$ cat src/rtl/multi_register_bank.sv
`default_nettype none
// +----------------------------------------------------------------------------+
// | multi_register_bank                                                        |
// | Bank of NREG WIDTH-bit registers with load/inc/dec/shift/clear, one bus    |
// | read port, registered carry flag and a zero flag.                          |
// | Optional build macro: REG_TRISTATE_EN (Q floats when OE_n is high).        |
// | Revision: 1.0                                                              |
// +----------------------------------------------------------------------------+
module multi_register_bank #(
  parameter int WIDTH = 8,
  parameter int NREG  = 4,
  localparam int AW   = (NREG > 1) ? $clog2(NREG) : 1
) (
  input  logic             CLK,
  input  logic             CLR_n,
  input  logic             G_n,
  input  logic [AW-1:0]    WSEL,
  input  logic [2:0]       OP,
  input  logic [WIDTH-1:0] D,
  input  logic             SI,
  input  logic [AW-1:0]    RSEL,
  input  logic             OE_n,
  output logic [WIDTH-1:0] Q,
  output logic             CO,
  output logic             ZERO
);

  localparam logic [2:0] c_op_load = 3'b001;
  localparam logic [2:0] c_op_inc  = 3'b010;
  localparam logic [2:0] c_op_dec  = 3'b011;
  localparam logic [2:0] c_op_shl  = 3'b100;
  localparam logic [2:0] c_op_shr  = 3'b101;
  localparam logic [2:0] c_op_clr  = 3'b110;

  logic [WIDTH-1:0] w_regs [NREG];
  logic [WIDTH-1:0] w_wr_cur;
  logic [WIDTH-1:0] w_wr_nxt;
  logic [WIDTH-1:0] w_rd_val;
  logic             w_wsel_ok;
  logic             w_apply;
  logic             w_co_nxt;
  logic             r_co;

  // Out-of-range selects fall through the mux and read as zero.
  always_comb begin
    w_wr_cur = '0;
    w_rd_val = '0;
    for (int i = 0; i < NREG; i++) begin
      if (WSEL == AW'(i)) w_wr_cur = w_regs[i];
      if (RSEL == AW'(i)) w_rd_val = w_regs[i];
    end
  end

  assign w_wsel_ok = ({1'b0, WSEL} < (AW+1)'(NREG));
  assign w_apply   = ~G_n & w_wsel_ok;

  always_comb begin
    w_wr_nxt = w_wr_cur;
    w_co_nxt = r_co;
    case (OP)
      c_op_load: begin
        w_wr_nxt = D;
        w_co_nxt = 1'b0;
      end
      c_op_inc: begin
        w_wr_nxt = w_wr_cur + WIDTH'(1);
        w_co_nxt = &w_wr_cur;
      end
      c_op_dec: begin
        w_wr_nxt = w_wr_cur - WIDTH'(1);
        w_co_nxt = ~|w_wr_cur;
      end
      c_op_shl: begin
        w_wr_nxt = {w_wr_cur[WIDTH-2:0], SI};
        w_co_nxt = w_wr_cur[WIDTH-1];
      end
      c_op_shr: begin
        w_wr_nxt = {SI, w_wr_cur[WIDTH-1:1]};
        w_co_nxt = w_wr_cur[0];
      end
      c_op_clr: begin
        w_wr_nxt = '0;
        w_co_nxt = 1'b0;
      end
      default: begin
        w_wr_nxt = w_wr_cur;
        w_co_nxt = r_co;
      end
    endcase
  end

  generate
    for (genvar gi = 0; gi < NREG; gi++) begin : g_reg
      logic [WIDTH-1:0] r_val;
      always_ff @(posedge CLK or negedge CLR_n) begin
        if (!CLR_n) begin
          r_val <= '0;
        end else if (w_apply && (WSEL == AW'(gi))) begin
          r_val <= w_wr_nxt;
        end
      end
      assign w_regs[gi] = r_val;
    end
  endgenerate

  always_ff @(posedge CLK or negedge CLR_n) begin
    if (!CLR_n) begin
      r_co <= 1'b0;
    end else if (w_apply) begin
      r_co <= w_co_nxt;
    end
  end

  assign CO   = r_co;
  assign ZERO = ~|w_rd_val;

`ifdef REG_TRISTATE_EN
  assign Q = OE_n ? {WIDTH{1'bz}} : w_rd_val;
`else
  assign Q = OE_n ? '0 : w_rd_val;
`endif

endmodule
`default_nettype wire

$ cat config.mk
export PLATFORM = sky130hd
export DESIGN_NAME = multi_register_bank
export DESIGN_NICKNAME = d
export VERILOG_FILES = /design/src/rtl/multi_register_bank.sv
export SDC_FILE = /design/constraint.sdc
export NUM_CORES = 1
export LEC_CHECK = 0
export BUFFER_PORTS_ARGS = -buffer_cell sky130_fd_sc_hd__buf_4
export CELL_PAD_IN_SITES_DETAIL_PLACEMENT = 2
export CELL_PAD_IN_SITES_GLOBAL_PLACEMENT = 2
export CORE_ASPECT_RATIO = 1.75
export CORE_MARGIN = 4
export CORE_UTILIZATION = 39
export CTS_CLUSTER_DIAMETER = 40
export CTS_CLUSTER_SIZE = 24
export DETAILED_ROUTE_END_ITERATION = 10
export PLACE_DENSITY = 0.81
export SLEW_MARGIN = 0
export SYNTH_ARGS = -nofsm -noshare
export SYNTH_HDL_FRONTEND = slang
export SYNTH_SLANG_ARGS = --single-unit
$ cat constraint.sdc
create_clock -name CLK -period 4.1 [get_ports CLK]
set_input_delay 0.205 -clock CLK [delete_from_list [all_inputs] [get_ports CLK]]
set_output_delay 0.205 -clock CLK [all_outputs]
set_load 0.1 [all_outputs]
==> run_results.csv, run 1 <==
group,metric,value,unit
worst_setup_path,r2r_slack,1.29,ns
global_routing,grt_pass1_wl,14600,um
yosys,synth_area_leaders,"dfrtp_1, mux4_2, nand2_1",
floorplan,core,6320,sq um
yosys,synthFlopType,"dfrtp_1",
timing,fin_ws,1.29,ns
route,drt-pass1-iter-count,4,
clock_tree,clkTransAtPathRegs,0.07,ns
global_routing,grt_usage,0.238,
power,leakage,1.21,nW
yosys,synthArstFlopShare,1.00,
power,p_comb_frac,0.476,
global_routing,grt_overflow,0,
route,via_per_inst,6.19,
worst_setup_path,crit_family,"multiplexers",
clock_tree,cts_tree,"done",
worst_setup_path,cp_max_fo,7,
clock_tree,cts_setup_buffers,0,
place,dp_cells,383,
yosys,syn_area,2580,sq um
power,switching_share,0.430,
worst_setup_path,path_buf_inv,0,
floorplan,die_height,116,um
floorplan,io_pins,30,
route,antenna_left,0,
power,seqPwrFrac,0.312,
finish,antennaDiodeCount,0,
yosys,ys_seq_area_frac,0.321,
yosys,synthCells,290,
place,pre_cts_ws,1.10,ns
finish,drive_gt1_frac,0.202,
worst_setup_path,cp-start-kind,"register",
place,post-dp-hpwl,6990,um
floorplan,die_x,69.4,um
place,io_buffers,29,
yosys,synth_enable_flop_cells,0,
timing,max_freq,0.356,GHz
clock_tree,cts_sinks,33,
yosys,ys_ff_latch,33,
worst_setup_path,crit_type,"reg2reg",
worst_setup_path,arrival,2.96,ns
yosys,synth_cell_types,53,
worst_setup_path,rr_worst_depth,7,
floorplan,start_util,0.407,
power,p_clk_frac,0.212,
route,vias,2425,
route,drt_iter0_drc,140,
worst_hold_path,holdPathEnd,"g_reg[0].r_val[1]$_DFFE_PN0P_",
yosys,synth_top_area_frac,0.321,
finish,finalNonFillerCells,392,
worst_hold_path,holdPathStages,3,
finish,synthToLayoutAreaGrowth,14.3,%
worst_setup_path,r2r-end,"g_reg[3].r_val[7]$_DFFE_PN0P_",
power,powerDensity,517,nW/um^2
timing,worst_slew_pin_slew,0.728,ns
finish,final_cell_mix,"nand2_1, dfrtp_1, buf_4",
power,power.switching,0.654,mW
clock_tree,cts-buffers-inserted,5,
run_status,status,"complete, no violations",
clock_tree,ctsLongestPathBuffers,2,
timing,slew_violations,0,
global_routing,antenna_found_initial,0,
timing,min_period,2.81,ns
worst_setup_path,crit_chain,"mux4_2 > ha_1 > a21oi_1 > nand3_1 > o22ai_1 > mux2i_1 > a31oi_1",
finish,nets,340,
worst_setup_path,worstReg2RegStart,"g_reg[3].r_val[4]$_DFFE_PN0P_",
job,cap_violations,0,
floorplan,num_rows,38,
power,ir_drop,0.000501,V
worst_setup_path,cp.required,4.25,ns
worst_hold_path,hold_class,"in2reg",
global_routing,grt_max_degree,34,
timing,max_slew_margin,0.513,
route,drt_wl_total,8990,um
place,place_congestion,0.897,
clock_tree,clk_latency,0.29,ns
timing,final.period_utilization,0.686,
timing,skew,0.00844,ns
yosys,synth.net_count,319,
clock_tree,cts_root_buf,"clkbuf_8",
finish,post-route-cell-area,2940,sq um
timing,fin_setup_tns,0,ns
yosys,syn_area_per_cell,8.88,sq um
clock_tree,h-tree-depth,2,
yosys,yosysWarnings,0,
finish,final_util,0.466,
worst_hold_path,hp-start,"G_n",
yosys,synth_top_cell_by_area,"dfrtp_1",
timing,setup_violations,0,
power,internal-power,0.869,mW
worst_setup_path,worst_path_max_delay_cell,"mux4_2",
timing,hold_viol_final,0,
worst_setup_path,end_kind,"register",
timing,grt_setup_unrepaired,"false",
finish,final_common_cell,"nand2_1",
route,drc,0,
global_routing,grt_pass1_vias,2752,
worst_setup_path,slowest_delay,0.61,ns
clock_tree,cts_resized,0,
floorplan,die_area,8020,sq um
finish,fillers,706,
route,avgRoutedWirePerCell,22.9,um
place,place_area,2820,sq um
worst max path at each step:
stage,slack (ns),end,depth (start not counted),start
5_1_grt,1.12,g_reg[3].r_val[7]$_DFFE_PN0P_,9,OP[2]
3_5_place_dp,1.10,g_reg[3].r_val[7]$_DFFE_PN0P_,9,OP[2]
6_report,1.29,g_reg[3].r_val[7]$_DFFE_PN0P_,7,g_reg[3].r_val[4]$_DFFE_PN0P_
2_1_floorplan,1.14,ZERO,4,RSEL[0]
4_1_cts,1.33,g_reg[3].r_val[7]$_DFFE_PN0P_,7,g_reg[3].r_val[4]$_DFFE_PN0P_
3_3_place_gp,1.28,g_reg[3].r_val[7]$_DFFE_PN0P_,9,OP[2]
layer usage:
metal | vias up | GRT usage | wire length (um)
met2 | 58 | 0.456 | 5040
li1 | 1121 | - | -
met4 | 0 | 0.117 | 286
met3 | 16 | 0.0278 | 258
met5 | - | 0 | 0
met1 | 1230 | 0.255 | 3410
through the flow:
| step | power, mW | hold WS [ns] |
|---|---|---|
| floorplan | 0.985 | -0.0906 |
| global placement | 1.17 | 0.172 |
| detailed placement | 1.21 | 0.179 |
| CTS | 1.53 | 0.328 |
| global route | 1.61 | 0.348 |
| finish | 1.52 | 0.336 |
state kept, by name (all words and copies together) (netlist names):
name and count:
g.r_val 32, CO 1
power groups by stage:
stage                     logic [mW]  registers, mW  clock network (mW)
after detailed placement       0.723          0.482                   0
after floorplan                0.518          0.467                   0
after CTS                      0.729          0.476               0.327
after global placement         0.700          0.473                   0
after global routing           0.788          0.485               0.340
final                          0.725          0.476               0.323
layout make-up:
cell class | count | area, sq um | area share
timing repair buffer | 31 | 235 | 0.0799
sequential | 33 | 826 | 0.280
tap | 80 | 100 | 0.0340
multi-input combinational | 234 | 1640 | 0.558
clock inverter | 1 | 30.0 | 0.0102
inverter | 6 | 22.5 | 0.00765
clock buffer | 7 | 86.3 | 0.0293
worst reg2reg max path: cells and delay by family, from the launching register on:
family | cells | cell delay (ns)
flops | 1 | 0.39
fa+ha+maj | 1 | 0.39
simple gates | 1 | 0.12
mux | 2 | 1.02
compound gates | 3 | 0.75
synth_stat cells (2+ instances only):
| cell type | n |
|---|---|
| clkbuf_1 | 9 |
| nand3_1 | 11 |
| o21ai_1 | 21 |
| ha_1 | 8 |
| a21oi_1 | 24 |
| a31oi_1 | 8 |
| a21bo_2 | 2 |
| a21o_1 | 2 |
| o22ai_1 | 6 |
| nor2b_1 | 10 |
| inv_1 | 4 |
| o21ai_0 | 7 |
| a221oi_1 | 2 |
| nor4_1 | 2 |
| nand2b_1 | 5 |
| buf_6 | 2 |
| xnor2_1 | 3 |
| buf_2 | 4 |
| o211ai_1 | 2 |
| nor3_1 | 4 |
| and2_1 | 6 |
| or4_1 | 2 |
| a32oi_1 | 2 |
| mux2i_1 | 4 |
| buf_1 | 2 |
| nor2_1 | 27 |
| mux4_2 | 16 |
| inv_2 | 2 |
| dfrtp_1 | 33 |
| nand2_1 | 36 |
| a211oi_1 | 2 |
cells by family after synthesis:
kind of cell,Yosys count,share of synthesized area
AO/OA/AOI/OAI,91,0.220
XOR/XNOR,4,0.0136
adder cells (fa/ha/maj),9,0.0466
buffers and inverters,23,0.0413
flip-flops,33,0.321
multiplexers,20,0.155
AND/OR/NAND/NOR,110,0.203
repair_timing:
| item | 4_1_cts | 5_1_grt |
|---|---|---|
| hold endpoints to repair | 33 | 0 |
| hold buffers | 1 | 0 |
| setup endpoints to repair | 0 | 0 |
(Power assumes the default switching activity.)
==> run 2: changes to the inputs <==
--- a/config.mk
+++ b/config.mk
@@ -10,11 +10,11 @@
 export CELL_PAD_IN_SITES_GLOBAL_PLACEMENT = 2
 export CORE_ASPECT_RATIO = 1.75
 export CORE_MARGIN = 4
-export CORE_UTILIZATION = 39
+export CORE_UTILIZATION = 36
 export CTS_CLUSTER_DIAMETER = 40
 export CTS_CLUSTER_SIZE = 24
 export DETAILED_ROUTE_END_ITERATION = 10
-export PLACE_DENSITY = 0.81
+export PLACE_DENSITY = 0.76
 export SLEW_MARGIN = 0
 export SYNTH_ARGS = -nofsm -noshare
 export SYNTH_HDL_FRONTEND = slang
==> constraint.sdc (replaced) <==
create_clock -name CLK -period 2.6 [get_ports CLK]
set_input_delay 0.13 -clock CLK [delete_from_list [all_inputs] [get_ports CLK]]
set_output_delay 0.13 -clock CLK [all_outputs]
set_load 0.1 [all_outputs]
==> run_results.csv, run 2 (synthesis results as in run 1) <==
group,metric,value,unit
timing,fin_ws,0.128,ns
worst_setup_path,r2r_slack,0.13,ns
global_routing,grt_max_degree,34,
clock_tree,clkTransAtPathRegs,0.05,ns
floorplan,die_area,8630,sq um
route,vias,2568,
route,drc,0,
floorplan,core,6910,sq um
timing,max_slew_margin,0.588,
clock_tree,cts_sinks,33,
route,drt_wl_total,9800,um
place,post-dp-hpwl,7460,um
floorplan,die_height,120,um
worst_setup_path,worst_path_max_delay_cell,"mux4_2",
finish,largest-register,"g.r_val",
worst_setup_path,crit_chain,"mux4_2 > ha_1 > a21oi_2 > buf_4 > o21ai_0 > o21ai_1 > o221a_2 > o21ai_1",
route,drt-pass1-iter-count,4,
route,drt_iter0_drc,130,
finish,largest_reg_flops,32,
finish,final_util,0.455,
worst_setup_path,cp-start-kind,"register",
global_routing,antenna_found_initial,0,
floorplan,io_pins,30,
route,antenna_left,0,
worst_setup_path,end_kind,"register",
timing,grt_setup_unrepaired,"false",
clock_tree,cts_tree,"done",
power,powerDensity,817,nW/um^2
worst_setup_path,path_common_cell,"o21ai_1",
power,leakage,1.33,nW
timing,setup_violations,0,
power,power,2.57,mW
timing,hold_ws,0.252,ns
global_routing,grt_overflow,0,
global_routing,grt_pass1_wl,15800,um
global_routing,grt_pass1_vias,2912,
place,pre_cts_ws,-0.0493,ns
route,avgRoutedWirePerCell,23.7,um
timing,skew,0.00485,ns
finish,synthToLayoutAreaGrowth,21.9,%
timing,max_freq,0.404,GHz
worst_setup_path,slowest_delay,0.51,ns
floorplan,start_util,0.373,
finish,nets,358,
finish,antennaDiodeCount,0,
clock_tree,cts_root_buf,"clkbuf_16",
clock_tree,h-tree-depth,2,
finish,drive_gt1_frac,0.270,
floorplan,num_rows,40,
worst_setup_path,crit_type,"reg2reg",
timing,slew_violations,0,
clock_tree,ctsLongestPathBuffers,2,
worst_setup_path,crit_family,"compound AO/OA/AOI/OAI gates",
worst_hold_path,hold_class,"in2reg",
route,via_per_inst,6.20,
worst_setup_path,cp.required,2.76,ns
run_status,status,"complete, no violations",
place,io_buffers,29,
job,cap_violations,0,
power,ir_drop,0.000505,V
clock_tree,cts-buffers-inserted,5,
timing,worst_slew_pin_slew,0.616,ns
worst_setup_path,arrival,2.63,ns
floorplan,die_x,71.9,um
timing,final.period_utilization,0.951,
clock_tree,clk_latency,0.28,ns
finish,final_common_cell,"buf_4",
place,place_congestion,0.847,
worst_setup_path,cp_max_fo,4,
global_routing,grt_usage,0.242,
timing,hold_viol_final,0,
timing,min_period,2.47,ns
finish,final_cell_mix,"buf_4, nand2_1, dfrtp_1",
worst_setup_path,path_buf_inv,1,
==> run 2: cell type report <==
cell class	count	area, sq um
clock buffer	6	129
tap	84	105
clock inverter	2	10.0
multi-input combinational	234	1680
sequential	33	826
timing repair buffer	49	370
inverter	6	22.5
fill	797	3770
==> run 2: worst min-delay path, delay by kind of cell <==
| family | cells | cell delay (ns) |
|---|---|---|
| buf+inv | 1 | 0.12 |
| simple gates | 1 | 0.11 |
| mux | 1 | 0.13 |
==> run 2: per-layer routing <==
metal / track usage / routed length [um] / vias to the layer above
met2: 0.453 / 5620 / 59
met1: 0.257 / 3590 / 1337
met3: 0.0251 / 286 / 19
li1: - / - / 1153
met4: 0.122 / 300 / 0
met5: 0 / 0 / -
==> run 2: timing repair <==
item | CTS | global route
resized for setup | 3 | 5
endpoints found under the setup margin | 8 | 16
setup buffers | 0 | 1
endpoints found under the hold margin | 33 | 0
hold buffers | 1 | 0
pin swaps | 0 | 1
gates cloned | 0 | 0
==> run 2: where the power goes <==
part	switching (mW)	leakage [nW]	internal (mW)
Sequential	0.112	0.394	0.646
Combinational	0.756	0.863	0.480
Clock	0.220	0.0706	0.351
Total	1.09	1.33	1.48
==> run 2: worst paths after layout <==
path | endpoint | depth (start not counted) | from
setup / recovery | g_reg[1].r_val[5]$_DFFE_PN0P_ | 8 | g_reg[2].r_val[4]$_DFFE_PN0P_
hold / removal | g_reg[0].r_val[1]$_DFFE_PN0P_ | 3 | G_n
setup reg to reg | g_reg[1].r_val[5]$_DFFE_PN0P_ | 8 | g_reg[2].r_val[4]$_DFFE_PN0P_
hold reg to reg | g_reg[1].r_val[1]$_DFFE_PN0P_ | 2 | g_reg[1].r_val[1]$_DFFE_PN0P_
max in group asynchronous | g_reg[3].r_val[3]$_DFFE_PN0P_ | 2 | CLR_n
min in group asynchronous | g_reg[2].r_val[1]$_DFFE_PN0P_ | 2 | CLR_n
==> run 2: metrics by stage <==
step            TNS, ns  area (sq um)  instances
6_report              0          3140        414
5_1_grt               0          3140        414
2_1_floorplan         0          2580        290
3_5_place_dp     -0.209          2950        404
3_3_place_gp   -0.00376          2950        404
4_1_cts               0          3110        413
